### src/rtl/if_stage_fetch.sv
// Instruction-fetch stage with IF/ID pipeline register. Owns the PC, fetches over a
// req/ack instruction-memory port and handles freeze, branch redirect and memory bubbles.
module if_stage_fetch #(
    parameter logic [31:0] RESET_PC  = 32'h0000_0000,
    parameter logic [31:0] NOP_INSTR = 32'h0000_0000,
    parameter int          PC_STEP   = 4
) (
    input  logic        clk,
    input  logic        rst,
    input  logic        Freeze,
    input  logic        Branch_taken,
    input  logic [31:0] Branch_addr,
    output logic        imem_req,
    output logic [31:0] imem_addr,
    input  logic        imem_ack,
    input  logic [31:0] imem_rdata,
    output logic [31:0] PC_out,
    output logic [31:0] Instruction,
    output logic        Valid_out,
    output logic [31:0] Bubble_count
);

    typedef enum logic [1:0] {
        WAIT,
        BUFFERED,
        DRAIN
    } state_t;

    state_t      state;
    logic [31:0] pc;
    logic [31:0] buf_pc;
    logic [31:0] buf_instr;
    logic [31:0] redirect_pc;
    logic [31:0] pc_next_seq;
    logic [31:0] buf_pc_next;

    assign pc_next_seq = pc + 32'(PC_STEP);
    assign buf_pc_next = buf_pc + 32'(PC_STEP);

    // The address never moves while a request is outstanding: in DRAIN the PC is
    // only replaced once the old fetch is acknowledged, so pc doubles as imem_addr.
    assign imem_req  = !rst && (state != BUFFERED);
    assign imem_addr = pc;

    always_ff @(posedge clk) begin
        if (rst) begin
            state        <= WAIT;
            pc           <= RESET_PC;
            buf_pc       <= 32'h0;
            buf_instr    <= NOP_INSTR;
            redirect_pc  <= 32'h0;
            PC_out       <= 32'h0;
            Instruction  <= NOP_INSTR;
            Valid_out    <= 1'b0;
            Bubble_count <= 32'h0;
        end else if (Branch_taken) begin
            PC_out      <= 32'h0;
            Instruction <= NOP_INSTR;
            Valid_out   <= 1'b0;
            case (state)
                BUFFERED: begin
                    pc    <= Branch_addr;
                    state <= WAIT;
                end
                WAIT, DRAIN: begin
                    // An unacked request must complete before the redirect can take over.
                    if (imem_ack) begin
                        pc    <= Branch_addr;
                        state <= WAIT;
                    end else begin
                        redirect_pc <= Branch_addr;
                        state       <= DRAIN;
                    end
                end
                default: state <= WAIT;
            endcase
        end else begin
            case (state)
                WAIT: begin
                    if (imem_ack) begin
                        if (Freeze) begin
                            buf_pc    <= pc;
                            buf_instr <= imem_rdata;
                            state     <= BUFFERED;
                        end else begin
                            PC_out      <= pc_next_seq;
                            Instruction <= imem_rdata;
                            Valid_out   <= 1'b1;
                            pc          <= pc_next_seq;
                        end
                    end else if (!Freeze) begin
                        PC_out      <= 32'h0;
                        Instruction <= NOP_INSTR;
                        Valid_out   <= 1'b0;
                        if (Bubble_count != 32'hFFFF_FFFF)
                            Bubble_count <= Bubble_count + 32'h1;
                    end
                end
                BUFFERED: begin
                    if (!Freeze) begin
                        PC_out      <= buf_pc_next;
                        Instruction <= buf_instr;
                        Valid_out   <= 1'b1;
                        pc          <= buf_pc_next;
                        state       <= WAIT;
                    end
                end
                DRAIN: begin
                    PC_out      <= 32'h0;
                    Instruction <= NOP_INSTR;
                    Valid_out   <= 1'b0;
                    if (imem_ack) begin
                        pc    <= redirect_pc;
                        state <= WAIT;
                    end
                end
                default: state <= WAIT;
            endcase
        end
    end

endmodule

### config.mk
export PLATFORM = sky130hd
export DESIGN_NAME = if_stage_fetch
export DESIGN_NICKNAME = d
export VERILOG_FILES = /design/src/rtl/if_stage_fetch.sv
export SDC_FILE = /design/constraint.sdc
export NUM_CORES = 1
export LEC_CHECK = 0
export BUFFER_PORTS_ARGS = -buffer_cell sky130_fd_sc_hd__buf_2
export CAP_MARGIN = 20
export CORE_UTILIZATION = 30
export CTS_CLUSTER_DIAMETER = 50
export DETAILED_ROUTE_END_ITERATION = 8
export HOLD_SLACK_MARGIN = 0.03
export PLACE_DENSITY = 0.52
export SLEW_MARGIN = 20
export SYNTH_ARGS = -nofsm -noshare
export SYNTH_HDL_FRONTEND = slang
export SYNTH_SLANG_ARGS = --single-unit
### constraint.sdc
create_clock -name clk -period 3 [get_ports clk]
set_input_delay 0.9 -clock clk [delete_from_list [all_inputs] [get_ports clk]]
set_output_delay 0.9 -clock clk [all_outputs]
set_load 0.05 [all_outputs]
Yosys cells after proc, flatten, opt, wreduce, memory -nomap -nowiden --
Cells that the tools add are included. W data, S select, Z words.
Storage, ports and cells: register bits 227, input port bits 69, output and inout port bits 130, logic and storage cells 70
Cells by class: add/subtract/negate cells 3, eq/ne operators 14, muxes and demuxes 27, bitwise logic cells 3, reductions and logical operators 14
Operator list (number):
- $mux W32 | 11
- $pmux W32 S3 | 3
- $add A32 B3 Y32 const B | 2
- $pmux W32 S2 | 1
- $add A32 B1 Y32 const B | 1
- $ne A32 B32 Y1 const B | 1
- $ne A3 B3 Y1 const B | 7
- $mux W2 | 7
- $reduce_and A4 Y1 | 2
- $reduce_and A7 Y1 | 1
- $pmux W2 S3 | 1
- $reduce_and A3 Y1 | 2
- $reduce_and A5 Y1 | 1
- $ne A2 B2 Y1 const B | 2
- $reduce_bool A4 Y1 | 1
- $reduce_or A2 Y1 | 2
- $mux W1 | 3
- $ne A3 B1 Y1 const B | 1
- $not A1 Y1 | 3
- $pmux W1 S3 | 1
- $reduce_bool A3 Y1 | 1
- $eq A2 B1 Y1 const B | 1
- $eq A2 B2 Y1 const B | 1
- $logic_not A2 Y1 | 1
- 4 further kinds | 4

Depth between registers and ports, before layout --
Gate-level depths: netlist of run 1.
depth after elaboration 5, gate-level depth with buffers 11, mapped depth without buffers 8

Least setup slack after synthesis of run 1 --
OpenSTA, ideal clock, no wires.
kind input port to output port, start point input rst, end point output imem_req, arrival 2.142 ns, data required time 2.100 ns, path slack -0.042 ns, cell stages on the path 4, buffers on the path 3, cell sequence clkbuf_1 -> clkbuf_1 -> buf_1 -> nor2_1
Between the ends: word-level cells in the longest chain between the ends 2
Ends and longest elaborated chain:
- start, declared | RTL line 9 | input logic rst,
- $logic_not A1 Y1 | RTL line 42 | assign imem_req = !rst && (state != BUFFERED);
- $logic_and A1 B1 Y1 | RTL line 42
- end, declared | RTL line 13 | output logic imem_req,
No other way between the ends.

Final worst setup path of run 1 --
start point register state[1], end point output imem_req
Between the ends: word-level cells in the longest chain between the ends 2
Ends and longest elaborated chain:
- start, declared | RTL line 29 | state_t state;
- start signal, assigned | RTL line 47 | state <= WAIT;
- start signal, assigned | RTL line 63 | state <= WAIT;
- start signal, assigned | RTL line 69 | state <= WAIT;
- $ne A2 B1 Y1 | RTL line 42
- $logic_and A1 B1 Y1 | RTL line 42
No other way between the ends.

==> run metrics, run 1 <==
min-delay src=redirect_pc[29]$_SDFFE_PP0P_; CP Launch Type=flop; GRT busiest layer=met2; WHS=0.454 ns; layout cell share with drive strength beyond 1=20.9%; Mapped Area=0.0109 mm2; Pleak=0.00526 uW; min Tclk post-route=2.75 ns; worst-margin pin slew=0.968 ns; Die ar.=0.0369 mm2; initial antenna violation count=1; Psw=2580 uW; global-route wire length before repair=60800 um; Critical Path RT=2.10 ns; Num CTS Buffers=36; crit path capture type=output port; M3 GR Usage=5.55%; internal power=6260 uW; final core occ=38.8%; largest net degree at the start of global routing=95; total power=8850 uW; final WL=39300 um; slew margin rel.=35.5%; gr ovfl total=0; fraction of registers with async set/reset=0%; FF-to-FF setup slack=0.35 ns; Final Non-Filler Cells=2073; synthesized net count=1477; postcts setup bufs=0; Std-Cell Rows=69; PD cells=642 mW/mm2; Area Growth Syn to Fin=27.0%; CTS sink cnt=227; Data arrival, critical path=1.85 ns; I/O Buffers=198; Worst-path clk slew=0.05 ns; YS warnings=0; R2R depth=8; Detailed Place HPWL=27800 um; Min-Delay Path Depth=2; Hold Path End=redirect_pc[29]$_SDFFE_PP0P_; path type of the worst min-delay path=reg2reg; hold-fix buffers at CTS=0; Netlist cell types=63; Layout Nets=1661; TritonCTS clock tree=done; PostCTS Resize Cnt=0; FF+latch count, synth=227; maximum clock path buffer count=3; initial core utilization=30.5%; htree depth=2; Max IR drop VDD=456 uV; max-cap violations=0; clock root cell=clkbuf_16; Die Ht=192 um; fillers=3769; power share of the clock group=49.7%; Reg power frac=36.8%; endpoints failing setup=0; Final Skew=0.0315 ns; GR Util met1=26.7%; wire per inst=19.0 um; crit share post-route=91.7%; r2r endpoint=imem_addr[10]$_SDFFE_PP0P_; Syn Inst Count=1401; worst flop-to-flop path startpoint=state[0]$_SDFFE_PP0P_; post-synthesis sequential area ratio=41.9%; Residual DRC=0; DR pass1 iterations=5; Highest Clock Rate=364 MHz; Slew Limit Fails=0; placed cells=2008; CORE AREA=0.0356 mm2; switching power share of the total=29.2%; Vias/cell=5.29; boundary pin count=199; clk_lat worst skew=0.55 ns; ANT nets after route=0; start point of the critical path=state[1]$_SDFFE_PP0P_; vias in the first global route=10.7k; setup total negative slack=0 ns; WS Path Type=reg2out; gr usage total=21.3%; GPL Wtd Cong=0.862; antenna cells=0; met2 Use GR=34.4%; combinational power share=13.5%; Worst Path Max Fanout=6; Die Width=192 um; Vias=11.0k; unrepaired setup endpoints after global routing=no; syn_area_per_cell=7.75 um2; status=finished, final reports clean; Post-synth EDFFs=0; 1st-iter DRT viols=722; dominant synthesized flop cell=dfxtp_1; final hold violations=0
## worst max-delay path by stage
stage,to,slack [ns],depth (start not counted)
5_1_grt,imem_addr[10]$_SDFFE_PP0P_,0.1,8
3_5_place_dp,Bubble_count[31]$_SDFFE_PP0P_,0.11,8
3_3_place_gp,Bubble_count[19]$_SDFFE_PP0P_,0.14,7
6_report,imem_req,0.25,5
4_1_cts,imem_addr[24]$_SDFFE_PP0P_,0.18,9
2_1_floorplan,imem_req,0.18,4
## cell usage after synthesis (10+ instances only)
cell type | count | area share [%]
a211oi_1 | 12 | 0.83
a21oi_1 | 137 | 6.3
a221oi_1 | 45 | 3.6
and3_1 | 11 | 0.63
clkbuf_1 | 90 | 3.1
dfxtp_1 | 227 | 42
inv_1 | 17 | 0.59
nand2_1 | 270 | 9.3
nand2b_1 | 12 | 0.69
nand3_1 | 44 | 2.0
nand4_1 | 34 | 2.0
nor2_1 | 129 | 4.5
nor3_1 | 58 | 2.7
nor4_1 | 16 | 0.92
o21ai_0 | 60 | 2.8
o221ai_1 | 11 | 0.89
or3_1 | 16 | 0.92
or4_1 | 10 | 0.69
xnor2_1 | 39 | 3.1
xor2_1 | 34 | 2.7
## placed cells by master, fill, tap and decap left out, types with 5 or more instances in the layout
master	n
a2111oi_0	5
a21oi_1	137
a31oi_1	7
xnor2_1	39
o31ai_1	7
a32o_1	5
bufinv_16	5
or3_1	16
nand3_1	44
o21ai_0	60
nand2b_1	12
or4_1	10
inv_1	17
and3_1	11
buf_12	6
mux2i_1	5
clkbuf_16	36
nor3_1	57
ha_1	7
nor4_1	16
buf_4	49
a22oi_1	6
nand4_1	34
nand2_1	269
buf_2	197
dfxtp_1	227
and4_1	6
a211oi_1	12
o211ai_1	7
inv_6	5
o221ai_1	11
a221oi_1	45
clkinvlp_4	5
nor2_1	127
xor2_1	34
## final cells by class
| cell class | count | area (um2) | share of cell area [%] |
|---|---|---|---|
| multi-input cells | 1050 | 5850 | 42.4 |
| flip-flops and latches | 227 | 4540 | 33.0 |
| repair buffers | 252 | 1470 | 10.7 |
| clock buffers | 42 | 963 | 6.99 |
| well taps | 461 | 577 | 4.18 |
| clock inverters | 23 | 310 | 2.25 |
| inverters | 18 | 67.6 | 0.490 |
## metal layers
metal	vias up	share of wire (%)	wire, um
met5	-	0	0
met4	0	3.1	1210
met3	69	7.9	3120
met2	359	47	18300
met1	5177	42	16700
li1	5364	-	-
## stage by stage
stage	cell area, um2	setup WS, ns
2_1_floorplan	10900	0.180
3_3_place_gp	12500	0.142
4_1_cts	13800	0.178
5_1_grt	13800	0.0985
6_report	13800	0.250
3_5_place_dp	12500	0.108
## registers in the layout (all words and copies together), names as in the netlist
| name | flops |
|---|---|
| Bubble_count | 32 |
| Instruction | 32 |
| PC_out | 32 |
| buf_instr | 32 |
| buf_pc | 32 |
| imem_addr | 32 |
| redirect_pc | 32 |
| state | 2 |
| Valid_out | 1 |
## power groups by stage
stage                     logic (uW)  registers, uW  clock network, uW
after floorplan                  520           3560                  0
after global placement          1190           3320                  0
after detailed placement        1200           3320                  0
after CTS                       1200           3250               4500
after global routing            1290           3270               4620
final                           1190           3260               4400
## cell families (layout without fill, tap and decap cells)
group | after synthesis | count (layout) | synth area share (%)
XOR/XNOR | 73 | 73 | 5.89
adder cells (fa/ha/maj) | 7 | 7 | 0.807
AO/OA/AOI/OAI | 333 | 333 | 19.5
multiplexers | 8 | 8 | 0.761
buffers and inverters | 124 | 335 | 4.59
AND/OR/NAND/NOR | 629 | 629 | 26.6
flip-flops | 227 | 227 | 41.9
## worst max-delay path: stages (launching register included)
cell and delay [ns]:
dfxtp_1 0.45, inv_1 0.09, ha_1 0.23, buf_4 0.18
nor2_2 0.09, buf_2 0.27
(Power assumes the default switching activity.)
==> inputs of run 2 (changes only) <==
--- a/config.mk
+++ b/config.mk
@@ -12,6 +12,8 @@
 export DETAILED_ROUTE_END_ITERATION = 8
 export HOLD_SLACK_MARGIN = 0.03
 export PLACE_DENSITY = 0.52
+export RECOVER_POWER = 100
+export SKIP_CTS_REPAIR_TIMING = 1
 export SLEW_MARGIN = 20
 export SYNTH_ARGS = -nofsm -noshare
 export SYNTH_HDL_FRONTEND = slang
==> run metrics, run 2 (synthesis results as in run 1) <==
status=finished, final reports clean; internal power=6240 uW; clk_lat worst skew=0.55 ns; setup total negative slack=0 ns; max-cap violations=0; power share of the clock group=49.8%; Highest Clock Rate=359 MHz; crit-path max cell delay=0.45 ns; crit path capture=imem_req; ANT nets after route=0; PD cells=650 mW/mm2; Detailed Place HPWL=27800 um; worst-margin pin slew=1.24 ns; Area Growth Syn to Fin=25.1%; min Tclk post-route=2.78 ns; largest net degree at the start of global routing=95; endpoints failing setup=0; Vias/cell=5.31; Die Ht=192 um; slowest CP cell=dfxtp_1; FF-to-FF setup slack=0.27 ns; R2R depth=9; CP Depth=5; global-route wire length before repair=60800 um; slew margin rel.=17.6%; Data arrival, critical path=1.88 ns; delay-heaviest family, CP=buffers and inverters; htree depth=2; WS Path Type=reg2out; Critical Path RT=2.10 ns; switching power share of the total=29.3%; gr usage total=21.3%; antenna cells=0; Psw=2590 uW; Std-Cell Rows=69; Num CTS Buffers=36; Layout Nets=1661; gr ovfl total=0; Final Skew=0.0334 ns; Reg power frac=36.9%; initial antenna violation count=1; r2r endpoint=Bubble_count[31]$_SDFFE_PP0P_; Worst Path Max Fanout=6; crit share post-route=92.8%; WP buf/inv=3; final hold violations=0; most frequent cells in the layout=nand2_1 (269), dfxtp_1 (227), a21oi_1 (137), clkbuf_1 (132), nor2_1 (127); Min-Delay Path Depth=2; CP Launch Type=flop; I/O Buffers=198; fillers=3843; crit path capture type=output port; Pleak=0.00470 uW; clock root cell=clkbuf_16; CORE AREA=0.0356 mm2; worst flop-to-flop path startpoint=state[0]$_SDFFE_PP0P_; Worst-path clk slew=0.05 ns; Residual DRC=0; Slew Limit Fails=0; Die Width=192 um; CTS sink cnt=227; start point of the critical path=state[1]$_SDFFE_PP0P_; vias in the first global route=10.7k; Vias=11.0k; initial core utilization=30.5%; total power=8820 uW; path type of the worst min-delay path=reg2reg; maximum clock path buffer count=3; DR pass1 iterations=5; wire per inst=19.0 um; TritonCTS clock tree=done; Max IR drop VDD=455 uV; commonest non-fill, non-tap cell in the layout=nand2_1; unrepaired setup endpoints after global routing=no; 1st-iter DRT viols=746; GPL Wtd Cong=0.862; Die ar.=0.0369 mm2; crit-path cells=inv_1 -> ha_1 -> buf_4 -> nor2_2 -> clkbuf_2; boundary pin count=199; combinational power share=13.2%; layout cell share with drive strength beyond 1=12.7%; final WL=39400 um
## run 2: cell types whose count changed in the layout (fill, tap and decap cells not counted), moves of 2 or more
cell,previous run,this run
buf_2,197,67
clkbuf_1,2,132
buf_4,49,41
clkbuf_2,0,8
o21ai_0,60,62
o21ai_1,4,2
## run 2: per-stage QoR
| stage | instances | hold slack, ns | worst slack [ns] | utilization, % | instance area (um2) |
|---|---|---|---|---|---|
| finish | 2073 | 0.454 | 0.216 | 38.2 | 13600 |
| global route | 2073 | 0.470 | 0.0564 | 38.2 | 13600 |
| CTS | 2073 | 0.456 | 0.178 | 38.8 | 13800 |
| detailed placement | 2008 | 0.450 | 0.108 | 35.2 | 12500 |
| global placement | 2008 | 0.442 | 0.142 | 35.2 | 12500 |
| floorplan | 1401 | 0.432 | 0.180 | - | 10900 |
## run 2: layout make-up
type	instances	area (um2)	share of cell area [%]
Timing Repair Buffer	252	1280	9.42
Sequential cell	227	4540	33.5
Inverter	18	67.6	0.497
Clock buffer	42	963	7.09
Clock inverter	23	310	2.28
Multi-Input combinational cell	1050	5840	43.0
Tap cell	461	577	4.25
## run 2: how the worst min path moves through the flow
stage / from / endpoint / slack (ns)
after global routing: redirect_pc[15]$_SDFFE_PP0P_ / redirect_pc[15]$_SDFFE_PP0P_ / 0.47
final: redirect_pc[29]$_SDFFE_PP0P_ / redirect_pc[29]$_SDFFE_PP0P_ / 0.45
after detailed placement: redirect_pc[29]$_SDFFE_PP0P_ / redirect_pc[29]$_SDFFE_PP0P_ / 0.45
after CTS: redirect_pc[6]$_SDFFE_PP0P_ / redirect_pc[6]$_SDFFE_PP0P_ / 0.46
after global placement: buf_instr[26]$_SDFFE_PP0P_ / buf_instr[26]$_SDFFE_PP0P_ / 0.44
after floorplan: redirect_pc[20]$_SDFFE_PP0P_ / redirect_pc[20]$_SDFFE_PP0P_ / 0.43
## run 2: routing by layer
metal  up-vias  GRT usage, %  part of all wire, %  wire length, um
met4         0          8.78                  3.1             1210
met2       342          34.4                   47            18400
met5         -             0                    0                0
met1      5243          26.7                   43            16900
met3        70          5.55                  7.4             2900
li1       5360             -                    -                -
## run 2: power by group through the flow
stage	Sequential (uW)	Combinational, uW	Clock [uW]
final	3260	1170	4400
after global routing	3270	1260	4620
after CTS	3250	1200	4500
after detailed placement	3320	1200	0
after global placement	3320	1190	0
after floorplan	3560	520	0
## run 2: worst reg2reg max path: cells and delay by family, from the launching register on
kind	cells	cell delay, ns
DFF	1	0.37
xor gates and xnor gates	1	0.17
and+or+nand+nor	5	1.41
buffers and inverters	2	0.27
adders and majority gates	1	0.35
